--- config.mk ---
export PLATFORM = sky130hd
export DESIGN_NAME = cpu_bus_responder
export DESIGN_NICKNAME = d
export VERILOG_FILES = /design/src/rtl/cpu_bus_responder.sv
export SDC_FILE = /design/constraint.sdc
export NUM_CORES = 1
export LEC_CHECK = 0
export BUFFER_PORTS_ARGS = -buffer_cell sky130_fd_sc_hd__buf_2
export CORE_MARGIN = 1
export CORE_UTILIZATION = 35
export CTS_CLUSTER_DIAMETER = 150
export DETAILED_ROUTE_END_ITERATION = 6
export PLACE_DENSITY = 0.67
export SLEW_MARGIN = 25
export SYNTH_ARGS = -nofsm -noshare
export SYNTH_HDL_FRONTEND = slang
export SYNTH_SLANG_ARGS = --single-unit
--- constraint.sdc ---
create_clock -name clk -period 2.1 [get_ports clk]
set_input_delay 0.105 -clock clk [delete_from_list [all_inputs] [get_ports clk]]
set_output_delay 0.105 -clock clk [all_outputs]
set_load 0.05 [all_outputs]
--- src/rtl/cpu_bus_responder.sv ---
`default_nettype none
// ============================================================================
//  Module   : cpu_bus_responder
//  Purpose  : Return path of the CPU memory bus. Takes the one-hot region
//             enables from address decode, inserts the wait states for the
//             selected region, then returns a single-cycle cpu_mem_ready
//             pulse together with the registered read data.
//  Revision : 1.0  initial release
//
//  Parameters
//    VDP_LATENCY     cycles from request to ready for VDP accesses (1..15)
//    TIMEOUT_CYCLES  watchdog limit in cycles (2..255), BUS_TIMEOUT_EN only
//
//  Optional feature
//    BUS_TIMEOUT_EN  when defined, adds an 8-bit watchdog that force-completes
//                    a stalled request with 0xFFFFFFFF and sets a sticky
//                    bus_error. When undefined, bus_error is constant 0.
//
//  Ports
//    clk                   in   system clock
//    reset                 in   synchronous active-high reset
//    cpu_mem_valid         in   CPU request pending
//    cpu_wstrb[3:0]        in   write strobes, nonzero means write
//    *_en                  in   region enables (one-hot or all zero)
//    *_read_data           in   region read data (narrow ones zero-extended)
//    flash_read_ready      in   flash word valid (variable latency)
//    cpu_mem_ready         out  one-cycle completion pulse
//    cpu_mem_rdata[31:0]   out  read data, non-zero only while ready is high
//    bus_error             out  sticky timeout flag
// ============================================================================
module cpu_bus_responder #(
    parameter int VDP_LATENCY    = 2,
    parameter int TIMEOUT_CYCLES = 255
) (
    input  logic        clk,
    input  logic        reset,
    input  logic        cpu_mem_valid,
    input  logic [3:0]  cpu_wstrb,
    input  logic        cpu_ram_en,
    input  logic        bootloader_en,
    input  logic        vdp_en,
    input  logic        status_en,
    input  logic        dsp_en,
    input  logic        pad_en,
    input  logic        flash_read_en,
    input  logic        cop_ram_en,
    input  logic [31:0] cpu_ram_read_data,
    input  logic [31:0] bootloader_read_data,
    input  logic [31:0] flash_read_data,
    input  logic [15:0] vdp_read_data,
    input  logic [15:0] dsp_read_data,
    input  logic [15:0] pad_read_data,
    input  logic [7:0]  status_read_data,
    input  logic        flash_read_ready,
    output logic        cpu_mem_ready,
    output logic [31:0] cpu_mem_rdata,
    output logic        bus_error
);

    // ------------------------------------------------------------------------
    // Parameter legality
    // ------------------------------------------------------------------------
    if ((VDP_LATENCY < 1) || (VDP_LATENCY > 15)) begin : g_bad_vdp_latency
        $error("cpu_bus_responder: VDP_LATENCY must be in 1..15");
    end

    if ((TIMEOUT_CYCLES < 2) || (TIMEOUT_CYCLES > 255)) begin : g_bad_timeout
        $error("cpu_bus_responder: TIMEOUT_CYCLES must be in 2..255");
    end

    // ------------------------------------------------------------------------
    // Encodings
    // ------------------------------------------------------------------------
    localparam logic [1:0] c_IDLE       = 2'd0;
    localparam logic [1:0] c_COUNT      = 2'd1;
    localparam logic [1:0] c_FLASH_WAIT = 2'd2;
    localparam logic [1:0] c_ACK        = 2'd3;

    localparam logic [2:0] c_REG_RAM    = 3'd0;
    localparam logic [2:0] c_REG_BOOT   = 3'd1;
    localparam logic [2:0] c_REG_VDP    = 3'd2;
    localparam logic [2:0] c_REG_STATUS = 3'd3;
    localparam logic [2:0] c_REG_DSP    = 3'd4;
    localparam logic [2:0] c_REG_PAD    = 3'd5;
    localparam logic [2:0] c_REG_COP    = 3'd6;
    localparam logic [2:0] c_REG_FLASH  = 3'd7;

    localparam logic [3:0] c_VDP_LOAD   = 4'(VDP_LATENCY - 1);

    // ------------------------------------------------------------------------
    // State
    // ------------------------------------------------------------------------
    logic [1:0]  r_state;
    logic [2:0]  r_sel;
    logic        r_write;
    logic [3:0]  r_cnt;
    logic [31:0] r_rdata;

    logic [1:0]  w_state_nxt;
    logic [2:0]  w_sel_nxt;
    logic        w_write_nxt;
    logic [3:0]  w_cnt_nxt;
    logic [31:0] w_rdata_nxt;

    logic        w_any_en;
    logic [2:0]  w_dec_sel;
    logic [31:0] w_region_data;
    logic        w_timeout;

    assign w_any_en = cpu_ram_en | bootloader_en | vdp_en | status_en |
                      dsp_en | pad_en | flash_read_en | cop_ram_en;

    // Several enables at once is illegal; a fixed priority keeps the
    // outcome deterministic anyway.
    always_comb begin
        w_dec_sel = c_REG_COP;
        if (flash_read_en)      w_dec_sel = c_REG_FLASH;
        else if (cpu_ram_en)    w_dec_sel = c_REG_RAM;
        else if (bootloader_en) w_dec_sel = c_REG_BOOT;
        else if (vdp_en)        w_dec_sel = c_REG_VDP;
        else if (status_en)     w_dec_sel = c_REG_STATUS;
        else if (dsp_en)        w_dec_sel = c_REG_DSP;
        else if (pad_en)        w_dec_sel = c_REG_PAD;
        else                    w_dec_sel = c_REG_COP;
    end

    // Read data of the latched region, zero-extended. cop_ram is write-only.
    always_comb begin
        w_region_data = 32'h0;
        case (r_sel)
            c_REG_RAM:    w_region_data = cpu_ram_read_data;
            c_REG_BOOT:   w_region_data = bootloader_read_data;
            c_REG_VDP:    w_region_data = {16'h0, vdp_read_data};
            c_REG_STATUS: w_region_data = {24'h0, status_read_data};
            c_REG_DSP:    w_region_data = {16'h0, dsp_read_data};
            c_REG_PAD:    w_region_data = {16'h0, pad_read_data};
            c_REG_FLASH:  w_region_data = flash_read_data;
            default:      w_region_data = 32'h0;
        endcase
    end

    // ------------------------------------------------------------------------
    // Optional watchdog
    // ------------------------------------------------------------------------
`ifdef BUS_TIMEOUT_EN
    logic [7:0] r_wd;
    logic       r_bus_err;

    // Counts every cycle a request is outstanding (including an unmapped
    // request parked in IDLE); fires on the cycle the count equals the limit.
    assign w_timeout = cpu_mem_valid && (r_state != c_ACK) &&
                       (r_wd == 8'(TIMEOUT_CYCLES));

    always_ff @(posedge clk) begin
        if (reset) begin
            r_wd      <= 8'h0;
            r_bus_err <= 1'b0;
        end else begin
            if ((r_state == c_ACK) || ((r_state == c_IDLE) && !cpu_mem_valid)) begin
                r_wd <= 8'h0;
            end else if (cpu_mem_valid) begin
                r_wd <= r_wd + 8'd1;
            end
            if (w_timeout) begin
                r_bus_err <= 1'b1;
            end
        end
    end

    assign bus_error = r_bus_err;
`else
    assign w_timeout = 1'b0;
    assign bus_error = 1'b0;
`endif

    // ------------------------------------------------------------------------
    // Next-state logic
    // ------------------------------------------------------------------------
    always_comb begin
        w_state_nxt = r_state;
        w_sel_nxt   = r_sel;
        w_write_nxt = r_write;
        w_cnt_nxt   = r_cnt;
        w_rdata_nxt = r_rdata;

        case (r_state)
            c_IDLE: begin
                w_rdata_nxt = 32'h0;
                // An unmapped request (valid with no enable) stays parked here.
                if (cpu_mem_valid && w_any_en) begin
                    w_sel_nxt   = w_dec_sel;
                    w_write_nxt = (cpu_wstrb != 4'h0);
                    if (flash_read_en) begin
                        w_state_nxt = c_FLASH_WAIT;
                        w_cnt_nxt   = 4'h0;
                    end else begin
                        w_state_nxt = c_COUNT;
                        w_cnt_nxt   = (w_dec_sel == c_REG_VDP) ? c_VDP_LOAD : 4'h0;
                    end
                end
            end

            c_COUNT: begin
                // A withdrawn request aborts silently, even on the last count.
                if (!cpu_mem_valid) begin
                    w_state_nxt = c_IDLE;
                    w_cnt_nxt   = 4'h0;
                end else if (r_cnt == 4'h0) begin
                    w_state_nxt = c_ACK;
                    w_rdata_nxt = r_write ? 32'h0 : w_region_data;
                end else begin
                    w_cnt_nxt = r_cnt - 4'd1;
                end
            end

            c_FLASH_WAIT: begin
                if (!cpu_mem_valid) begin
                    w_state_nxt = c_IDLE;
                end else if (flash_read_ready) begin
                    w_state_nxt = c_ACK;
                    w_rdata_nxt = r_write ? 32'h0 : flash_read_data;
                end
            end

            c_ACK: begin
                // One turnaround cycle; cpu_mem_valid is not looked at here.
                w_state_nxt = c_IDLE;
                w_rdata_nxt = 32'h0;
            end

            default: begin
                w_state_nxt = c_IDLE;
                w_cnt_nxt   = 4'h0;
                w_rdata_nxt = 32'h0;
            end
        endcase

        // Watchdog completion overrides any normal progress.
        if (w_timeout) begin
            w_state_nxt = c_ACK;
            w_cnt_nxt   = 4'h0;
            w_rdata_nxt = 32'hFFFF_FFFF;
        end
    end

    // ------------------------------------------------------------------------
    // State registers
    // ------------------------------------------------------------------------
    always_ff @(posedge clk) begin
        if (reset) begin
            r_state <= c_IDLE;
            r_sel   <= c_REG_RAM;
            r_write <= 1'b0;
            r_cnt   <= 4'h0;
            r_rdata <= 32'h0;
        end else begin
            r_state <= w_state_nxt;
            r_sel   <= w_sel_nxt;
            r_write <= w_write_nxt;
            r_cnt   <= w_cnt_nxt;
            r_rdata <= w_rdata_nxt;
        end
    end

    assign cpu_mem_ready = (r_state == c_ACK);
    assign cpu_mem_rdata = r_rdata;

endmodule
`default_nettype wire

==> metrics.yaml <==
outcome:
  status: "finished clean"
logic_synthesis:
  ys_seq_area_share_pct: 24.71
  synth_top_family_by_area: "simple AND/OR/NAND/NOR gates"
  synth-compound-area-share_pct: 20.29
  postSynthCellCount: 405
  ys_seq_elements: 42
  synth_fa_ha_area_share_pct: 2.574
  synth_top_cell_by_area: "dfxtp_1"
  synth_cell_types: 60
  synthFlopType: "dfxtp_1"
  async_reset_ff_share_pct: 0
  postSynthAreaPerCell_um2: 8.403
  synth_common_cells: "nor2_1, mux2i_1, dfxtp_1, a211oi_1, nor3_1"
  synth-edff-count: 0
  yosys_warnings: 0
  synth_area_um2: 3403
  synthMuxAreaShare_pct: 19.82
  synth_top_cell_area_share_pct: 24.71
  synthSimpleGateAreaFrac_pct: 24.67
  syn_nets: 580
  synthTopCellsByArea: "dfxtp_1, mux2i_1, nor2_1, a211oi_1, mux4_2"
  synth_xor_area_share_pct: 0
  synth_most_common_cell: "nor2_1"
layout:
  multi_input_area_um2: 2303
  design_area_um2: 4664
  final_util_pct: 50.01
  fin_cells: 728
  drive_gt1_share_pct: 43.41
  seq_area_um2: 844.6
  fillCellCount: 917
  n_antenna_cell: 0
  area_growth_pct: 37.06
  final_nets: 773
worst_setup_path:
  ff2ff_path_depth: 7
  path_cells: "inv_1 -> ha_2 -> buf_4 -> or4b_4 -> nor2_1 -> a211oi_1 -> nor3_1"
  worstSetupEndpointType: "flop"
  cp.depth: 7
  cp.buffers_inverters: 2
  critPathMaxStageDelay_ns: 0.58
  crit_start: "r_state[1]"
  arrival_ns: 2.16
  crit_required_ns: 2.31
  cp-start-kind: "flop"
  crit_slowest_cell: "or4b_4"
  critPathKind: "reg2reg"
  critPathCapture: "cpu_mem_rdata[24]"
  r2r_start: "r_state[1]"
  rrSetupSlack_ns: 0.16
  path_delay_family: "simple AND/OR/NAND/NOR gates"
  reg2reg_to: "cpu_mem_rdata[24]"
  crit_fanout: 16
job:
  maxCapViolCount: 0
clock_tree:
  cts_root_buffer: "clkbuf_8"
  cts_tree: "built"
  clock_path_buffers: 2
  cts_buffers: 5
  cts_sinks: 42
  htree_num_levels: 2
  clk_pin_slew_ns: 0.08
  clkLatencyLatePin_ns: 0.29
power:
  p_leak_nw: 2.175
  ir_drop_v: 0.0005213
  powerDensity_nw_per_um2: 825.0
grt:
  antenna_found_initial: 0
  grt_pass1_vias: 3789
  grt_util_all_layers_pct: 22.24
  grt_max_degree: 25
  grt_first_pass_wirelength_mm: 17.94
  grt_overflow_total: 0
die:
  die_w_um: 100.6
  row_count: 35
  fp.coreArea_um2: 9328
  die_y_um: 100.6
  io_pins: 202
  start_util_pct: 36.49
  die_area_um2: 10120
drt:
  wire_per_inst_um: 15.82
  first_pass_iters: 4
  route.detailed.drc: 0
  drt_iter0_drc: 134
  via_count: 3841
  wirelength_mm: 11.52
  ant_nets: 0
  route.detailed.vias_per_inst: 5.276
sta:
  rsz0062_at_grt: "false"
  skew_ns: 0.003867
  clock.fmax_mhz: 514.7
  timing.final.crit_period_ns: 1.943
  max_slew_margin_pct: 62.40
  hold_violations: 0
  finalMaxSlewViolations: 0
  setup_tns_ns: 0
  fin_crit_sh_pct: 92.52
  worstMarginPinSlew_ns: 0.5641
  setup_viol: 0
place:
  routabilityCongestion: 0.8346
  hpwlAfterDp_mm: 9.261
  place_area_um2: 4519
  port_buffers: 200
  dp_cells: 720
hold_path:
  hold_path.class: "in2reg"
[per-stage QoR]
step           power [mW]  setup WS, ns  hold slack [ns]
2_1_floorplan       2.515        0.3066           0.2676
3_3_place_gp        3.023        0.2290           0.3927
3_5_place_dp        3.062       0.09520           0.3944
4_1_cts             3.867       0.09195          0.07856
5_1_grt             4.073      0.008866          0.08530
6_report            3.848        0.1571          0.08463
[cells by family (layout without fill, tap and decap cells)]
family / Yosys count / after routing
flops: 42 / 42
buf+inv: 46 / 240
mux: 58 / 58
fa+ha+maj: 7 / 7
other cells: 1 / 1
simple gates: 157 / 157
compound gates: 94 / 94
[worst reg2reg max path, cell delays in order, from the launching register on]
cell and delay [ns]:
dfxtp_1 0.35, inv_1 0.11, ha_2 0.25, buf_4 0.16, or4b_4 0.58, nor2_1 0.17, a211oi_1 0.07, nor3_1 0.18
[power by group]
| part | total (mW) | internal (mW) | leakage [nW] | switching [mW] |
|---|---|---|---|---|
| logic | 1.97 | 0.769 | 1.76 | 1.20 |
| clock network | 0.802 | 0.508 | 0.0714 | 0.294 |
| registers | 1.08 | 0.939 | 0.344 | 0.142 |
[per-layer routing]
layer	wire length (um)	up-vias	track usage, %
li1	-	1896	-
met1	4846	1787	26.62
met2	5856	144	41.25
met3	647	14	3.190
met4	171	0	6.020
met5	0	-	0
[timing repair]
item	4_1_cts	5_1_grt
hold buffers	0	0
endpoints found under the setup margin	0	8
gates resized for setup	0	1
setup buffers	0	0
[placed cells by master, fill, tap and decap left out, drive strengths merged, types with 8 or more instances in the layout]
cell type and n:
buf 221, o21ai 8, nand2 11, a211oi 21
nand3 8, a21oi 18, dfxtp 42, mux2i 46
nand2b 12, and2 9, inv 11, nor3 21
nor2 59
[state kept, by name, summed over array words and instances (netlist names)]
name           flops
r_write            1
cpu_mem_rdata     32
r_sel              3
r_state            2
r_cnt              4
[worst min-delay path by stage]
stage                              from                end  slack, ns  cells past startpoint
floorplan           flash_read_data[14]  cpu_mem_rdata[14]       0.27                      2
global placement    flash_read_data[15]  cpu_mem_rdata[15]       0.39                      3
detailed placement   flash_read_data[9]   cpu_mem_rdata[9]       0.39                      3
CTS                  flash_read_data[9]   cpu_mem_rdata[9]       0.08                      3
global route         flash_read_data[9]   cpu_mem_rdata[9]       0.09                      3
finish               flash_read_data[9]   cpu_mem_rdata[9]       0.08                      3
[layout make-up]
cell class              instances  area share [%]
flip-flops and latches         42           18.11
multi-input cells             317           49.38
clock inverters                 2           1.288
inverters                      11          0.8852
well taps                     129           3.460
clock buffers                   6           1.770
repair buffers                221           25.11
(Power assumes the default switching activity.)
